==> src/rtl/int_service_seq.sv <==
// Interrupt service sequencer for the LVDA: reads the status word over PIO, reports the
// highest-priority vector, then writes a one-hot reset mask back to retire that source.
module int_service_seq #(
    parameter logic [8:0]  RD_ADDR    = 9'h0A4,
    parameter logic [8:0]  CLR_ADDR   = 9'h0A5,
    parameter int unsigned NSRC       = 14,
    parameter int unsigned TMO_CYC    = 64,
    parameter int unsigned SETTLE_CYC = 4
) (
    input  logic            SIM_CLK,
    input  logic            SIM_RST,
    input  logic            SINT,
    input  logic            INH,
    input  logic            SLOT,
    input  logic [NSRC-1:0] INT_STAT,
    input  logic            STAT_VLD,
    output logic            PIO_RD,
    output logic            PIO_WR,
    output logic [8:0]      PIO_ADDR,
    output logic [NSRC-1:0] PIO_DATA,
    output logic [3:0]      VEC,
    output logic            VEC_VLD,
    output logic            BUSY,
    output logic [7:0]      SPUR_CNT,
    output logic            TMO_ERR
);

    localparam int unsigned TMAX = (TMO_CYC > SETTLE_CYC) ? TMO_CYC : SETTLE_CYC;
    localparam int unsigned TW   = $clog2(TMAX + 1);
    localparam logic [TW-1:0] TMO_LOAD    = TW'(TMO_CYC);
    localparam logic [TW-1:0] SETTLE_LOAD = TW'(SETTLE_CYC);

    typedef enum logic [2:0] {
        StIdle,
        StWaitSlot,
        StWaitStat,
        StDispatch,
        StWaitSlot2,
        StSettle
    } state_t;

    state_t          r_state, w_state_nxt;
    logic [1:0]      r_sync;
    logic            w_sints;
    logic [TW-1:0]   r_timer, w_timer_nxt;
    logic [NSRC-1:0] r_stat, w_stat_nxt;
    logic [NSRC-1:0] r_mask, w_mask_nxt;
    logic [3:0]      r_vec, w_vec_nxt;
    logic [7:0]      r_spur, w_spur_nxt;
    logic            r_tmo, w_tmo_nxt;
    logic [3:0]      w_idx;
    logic            w_found;

    assign w_sints  = r_sync[1];
    assign BUSY     = (r_state != StIdle);
    assign SPUR_CNT = r_spur;
    assign TMO_ERR  = r_tmo;

    // Descending scan so the lowest set bit is the last (winning) assignment.
    always_comb begin
        w_idx   = 4'd0;
        w_found = 1'b0;
        for (int i = int'(NSRC) - 1; i >= 0; i--) begin
            if (r_stat[i]) begin
                w_idx   = 4'(i);
                w_found = 1'b1;
            end
        end
    end

    always_comb begin
        w_state_nxt = r_state;
        w_timer_nxt = r_timer;
        w_stat_nxt  = r_stat;
        w_mask_nxt  = r_mask;
        w_vec_nxt   = r_vec;
        w_spur_nxt  = r_spur;
        w_tmo_nxt   = r_tmo;
        PIO_RD      = 1'b0;
        PIO_WR      = 1'b0;
        PIO_ADDR    = '0;
        PIO_DATA    = '0;
        VEC         = r_vec;
        VEC_VLD     = 1'b0;
        unique case (r_state)
            StIdle: begin
                if (w_sints && !INH) w_state_nxt = StWaitSlot;
            end
            StWaitSlot: begin
                if (!w_sints) begin
                    w_state_nxt = StIdle;
                end else if (SLOT) begin
                    PIO_RD      = 1'b1;
                    PIO_ADDR    = RD_ADDR;
                    w_timer_nxt = TMO_LOAD;
                    w_state_nxt = StWaitStat;
                end
            end
            StWaitStat: begin
                // Returned data takes precedence over the final timer tick.
                if (STAT_VLD) begin
                    w_stat_nxt  = INT_STAT;
                    w_state_nxt = StDispatch;
                end else if (r_timer <= TW'(1)) begin
                    w_tmo_nxt   = 1'b1;
                    w_state_nxt = StIdle;
                end else begin
                    w_timer_nxt = r_timer - TW'(1);
                end
            end
            StDispatch: begin
                if (w_found) begin
                    VEC         = w_idx;
                    VEC_VLD     = 1'b1;
                    w_vec_nxt   = w_idx;
                    w_mask_nxt  = NSRC'(1) << w_idx;
                    w_state_nxt = StWaitSlot2;
                end else begin
                    if (r_spur != 8'hFF) w_spur_nxt = r_spur + 8'd1;
                    w_timer_nxt = SETTLE_LOAD;
                    w_state_nxt = StSettle;
                end
            end
            StWaitSlot2: begin
                if (SLOT) begin
                    PIO_WR      = 1'b1;
                    PIO_ADDR    = CLR_ADDR;
                    PIO_DATA    = r_mask;
                    w_timer_nxt = SETTLE_LOAD;
                    w_state_nxt = StSettle;
                end
            end
            StSettle: begin
                if (r_timer <= TW'(1)) w_state_nxt = StIdle;
                else                   w_timer_nxt = r_timer - TW'(1);
            end
            default: w_state_nxt = StIdle;
        endcase
    end

    always_ff @(posedge SIM_CLK or posedge SIM_RST) begin
        if (SIM_RST) begin
            r_state <= StIdle;
            r_sync  <= 2'b00;
            r_timer <= '0;
            r_stat  <= '0;
            r_mask  <= '0;
            r_vec   <= 4'd0;
            r_spur  <= 8'd0;
            r_tmo   <= 1'b0;
        end else begin
            r_state <= w_state_nxt;
            r_sync  <= {r_sync[0], SINT};
            r_timer <= w_timer_nxt;
            r_stat  <= w_stat_nxt;
            r_mask  <= w_mask_nxt;
            r_vec   <= w_vec_nxt;
            r_spur  <= w_spur_nxt;
            r_tmo   <= w_tmo_nxt;
        end
    end

endmodule

==> config.mk <==
export PLATFORM = sky130hd
export DESIGN_NAME = int_service_seq
export DESIGN_NICKNAME = d
export VERILOG_FILES = /design/src/rtl/int_service_seq.sv
export SDC_FILE = /design/constraint.sdc
export NUM_CORES = 1
export LEC_CHECK = 0
export ABC_AREA = 1
export ABC_CLOCK_PERIOD_IN_PS = 2470
export CORE_MARGIN = 3
export CORE_UTILIZATION = 51
export CTS_CLUSTER_SIZE = 20
export DETAILED_ROUTE_END_ITERATION = 10
export PLACE_DENSITY = 0.81
export SYNTH_ARGS = -nofsm -noshare
export SYNTH_HDL_FRONTEND = slang
export SYNTH_SLANG_ARGS = --single-unit
==> constraint.sdc <==
create_clock -name SIM_CLK -period 2.47 [get_ports SIM_CLK]
set_input_delay 0.6175 -clock SIM_CLK [delete_from_list [all_inputs] [get_ports SIM_CLK]]
set_output_delay 0.6175 -clock SIM_CLK [all_outputs]
set_load 0.02 [all_outputs]
==> run metrics <==
non-filler cells in the finished layout between 400 and 500; via count 2456; kind of critical path reg2out; initial core utilization a little over half; row count 26; global route total overflow 0; clock skew 0.0130 ns; CTS Root Cell clkbuf_8; Net Switching 1.26 mW; Hold Crit Depth 0; CTS tree done; Int Pwr about 1.9 mW; Synth Flop Type dfrtp_1; Core ar. 0.00514 mm2; num ports 60; Post-Synthesis Cells 333; Seq/Total Area, Yosys 48.4%; LEAKAGE 1.85 nW; first-pass GRT wire length 10.4 mm; TritonCTS buffer count 5; Max-Cap Viols 0; mean post-synth cell area 8.22 um2; worst-path fanout max 2; clock slew at reported path FFs 0.10 ns; # diodes 0; outcome completed; worst setup margin 0.0548 ns; filler instances 424; reg2reg setup slack 0.50 ns; post-synthesis to final-layout area growth 33.5%; Tcrit/Tclk final 97.8%; clk_lat worst skew just over 0.3 ns; Max Slew Vio Count 0; Clock power frac 16.8%; DR iter-0 viols 106; largest family of logic cells by synthesized area simple AND/OR/NAND/NOR gates; pre-CTS WS -0.433 ns; Tmin final 2.42 ns; chip height 79.3 um; worst hold margin roughly 0.37 ns; die width 79.3 um; mux cell area share after synthesis less than 1%; number of synthesized flops with an enable pin 0; gr usage total about 20%; Routability Congestion about 0.8; post-DP HPWL 4.47 mm; antenna violations before repair 0; most frequent cell after synthesis nand2_1; synth warn 0; PD cells ~900 mW/mm2; post-layout util a little under three quarters; RSZ-0062 raised after global routing true; final setup TNS 0 ns; Reg-to-Reg Start r_stat[11]; worst min path class reg2reg; Synth Area in XOR/XNOR ~3.2%; Antenna Nets Post-Route 0; maximum VDD drop between 0.5 and 0.6 mV; post-synthesis compound-gate area fraction ~10%; largest net degree at the start of global routing 54; reg2reg end r_timer[1]; share of power burned in registers 37.1%; Yosys top cell area share between 40% and 50%; sw frac 39.4%; IO Port Bufs 54; die area 0.00629 mm2; Worst Hold End r_sync[1]; Worst Setup End Kind output port; Area contributors post-synth dfrtp_1 48%, nand2_1 8.8%, nor2_1 6.6%; H-tree lvl count 2; combinational share of power 46.1%; number of global-route vias before repair 2447; async set or reset register ratio after synthesis 100%; proportion of layout cells with a drive suffix above 1 between 20% and 30%; count of cell types in the netlist 35; clock sinks 53; simple-gate share of the synthesized area 26.4%; Fin. Hold Viols 0; post-synth top area cell dfrtp_1; # DRC 0; DRT Pass-1 Iters 4; wire per inst around 12 um; final setup fails 0; Synth Cell Area 0.00274 mm2; Critical Path RT 1.85 ns; via/cell ratio 4.99; Post-Synth Adder-Cell Area 1.37%; top post-synthesis cells by count 64 x nand2_1, 53 x dfrtp_1, 48 x nor2_1, 36 x inv_1, 18 x a21oi_1; Synth Register Bits 53; R2R cell count 10; clock buffer depth 2; drt total wl approximately 6.0 mm; fmax 0.414 GHz; crit path DAT about 1.8 ns; Layout Nets 444; DP Cell Count between 400 and 500; startpoint types register; HP Start r_sync[0]
## cells in the final DEF (no fill, tap or decap)
master,count
nand4_4,2
o21ai_0,9
a21oi_1,18
nand3_1,11
nor2_1,46
dlygate4sd2_1,8
xnor2_1,4
clkbuf_8,7
nor2_2,8
dfrtp_1,53
conb_1,5
nand3b_1,1
nand2_1,59
buf_6,3
buf_12,2
nand4_1,11
inv_2,14
o21bai_2,1
o22ai_1,4
or2_1,1
o21ai_1,6
buf_2,4
mux2_2,1
nor4_1,2
buf_4,40
nor4_4,1
o31ai_1,4
nor3_1,2
clkdlybuf4s50_1,29
nand2_2,8
ha_1,3
xor2_1,6
a21o_1,1
o21ai_2,2
nor2_4,1
o21bai_1,4
clkbuf_2,4
clkinv_2,2
inv_1,34
nand3_2,1
## how the worst max path moves through the flow
stage,cells after the start,to,from,slack [ns]
2_1_floorplan,5,PIO_ADDR[5],SLOT,0.08
3_3_place_gp,7,PIO_DATA[7],SLOT,-0.35
3_5_place_dp,7,PIO_DATA[6],SLOT,-0.43
4_1_cts,16,VEC[0],r_stat[12],-0.01
5_1_grt,16,VEC[0],r_stat[12],-0.09
6_report,16,VEC[0],r_stat[12],0.05
## critical path: stages (launching register included)
cell and delay (ns):
dfrtp_1 0.41, inv_2 0.06, nand2_1 0.04, nand2_1 0.06
nand2_1 0.05, nand2_1 0.05, nand2_1 0.04, nand2_1 0.05
nand2_1 0.05, nand2_1 0.05, nand2_1 0.06, nand2_2 0.08
nand2_2 0.07, nand2_2 0.07, nand2_2 0.06, o21ai_2 0.18
buf_6 0.14
## cell families (layout without fill, tap and decap cells)
group           Yosys count  count (layout)
simple gates            154             154
buf+inv                  62             147
flops                    53              53
compound gates           49              49
mux                       1               1
xor+xnor                 10              10
other cells               1               5
fa+ha+maj                 3               3
## per-layer routing
metal	vias up	share of wire, %	GRT usage, %
met5	-	0	0
met4	0	1.0	4.81
met3	7	4.3	3.85
met2	61	52	39.1
met1	1163	42	23.3
li1	1225	-	-
## metrics by stage
stage               area (um2)  total power, mW
finish                    3660             3.20
global route              3660             3.45
CTS                       3620             3.17
detailed placement        3570             2.64
global placement          3570             2.58
floorplan                 2760             2.15
## sequential cells by signal (all words and copies together), names as in the netlist
register	count
SPUR_CNT	8
TMO_ERR	1
r_mask	14
r_stat	14
r_state	3
r_sync	2
r_timer	7
r_vec	4
## power groups by stage
stage | Sequential, mW | Clock [mW] | Combinational (mW)
floorplan | 1.19 | 0 | 0.963
global placement | 1.19 | 0 | 1.39
detailed placement | 1.20 | 0 | 1.44
CTS | 1.18 | 0.543 | 1.44
global route | 1.21 | 0.579 | 1.66
finish | 1.19 | 0.539 | 1.47
## what timing repair did
item | 4_1_cts | 5_1_grt
endpoints found under the setup margin | 25 | 17
setup buffers | 0 | 2
pin swaps | 0 | 4
gates resized for setup | 74 | 27
cloned | 0 | 0
hold buffers | 0 | 0
## cell type report
type	instances	area [um2]	share of cell area, %
inverter	49	185	5.07
multi-input combinational	222	1180	32.3
clock inverter	1	5.00	0.137
clock buffer	7	96.3	2.64
sequential	53	1330	36.3
timing repair buffer	90	774	21.2
tap	70	87.6	2.40
Power figures use the tool's default switching activity.
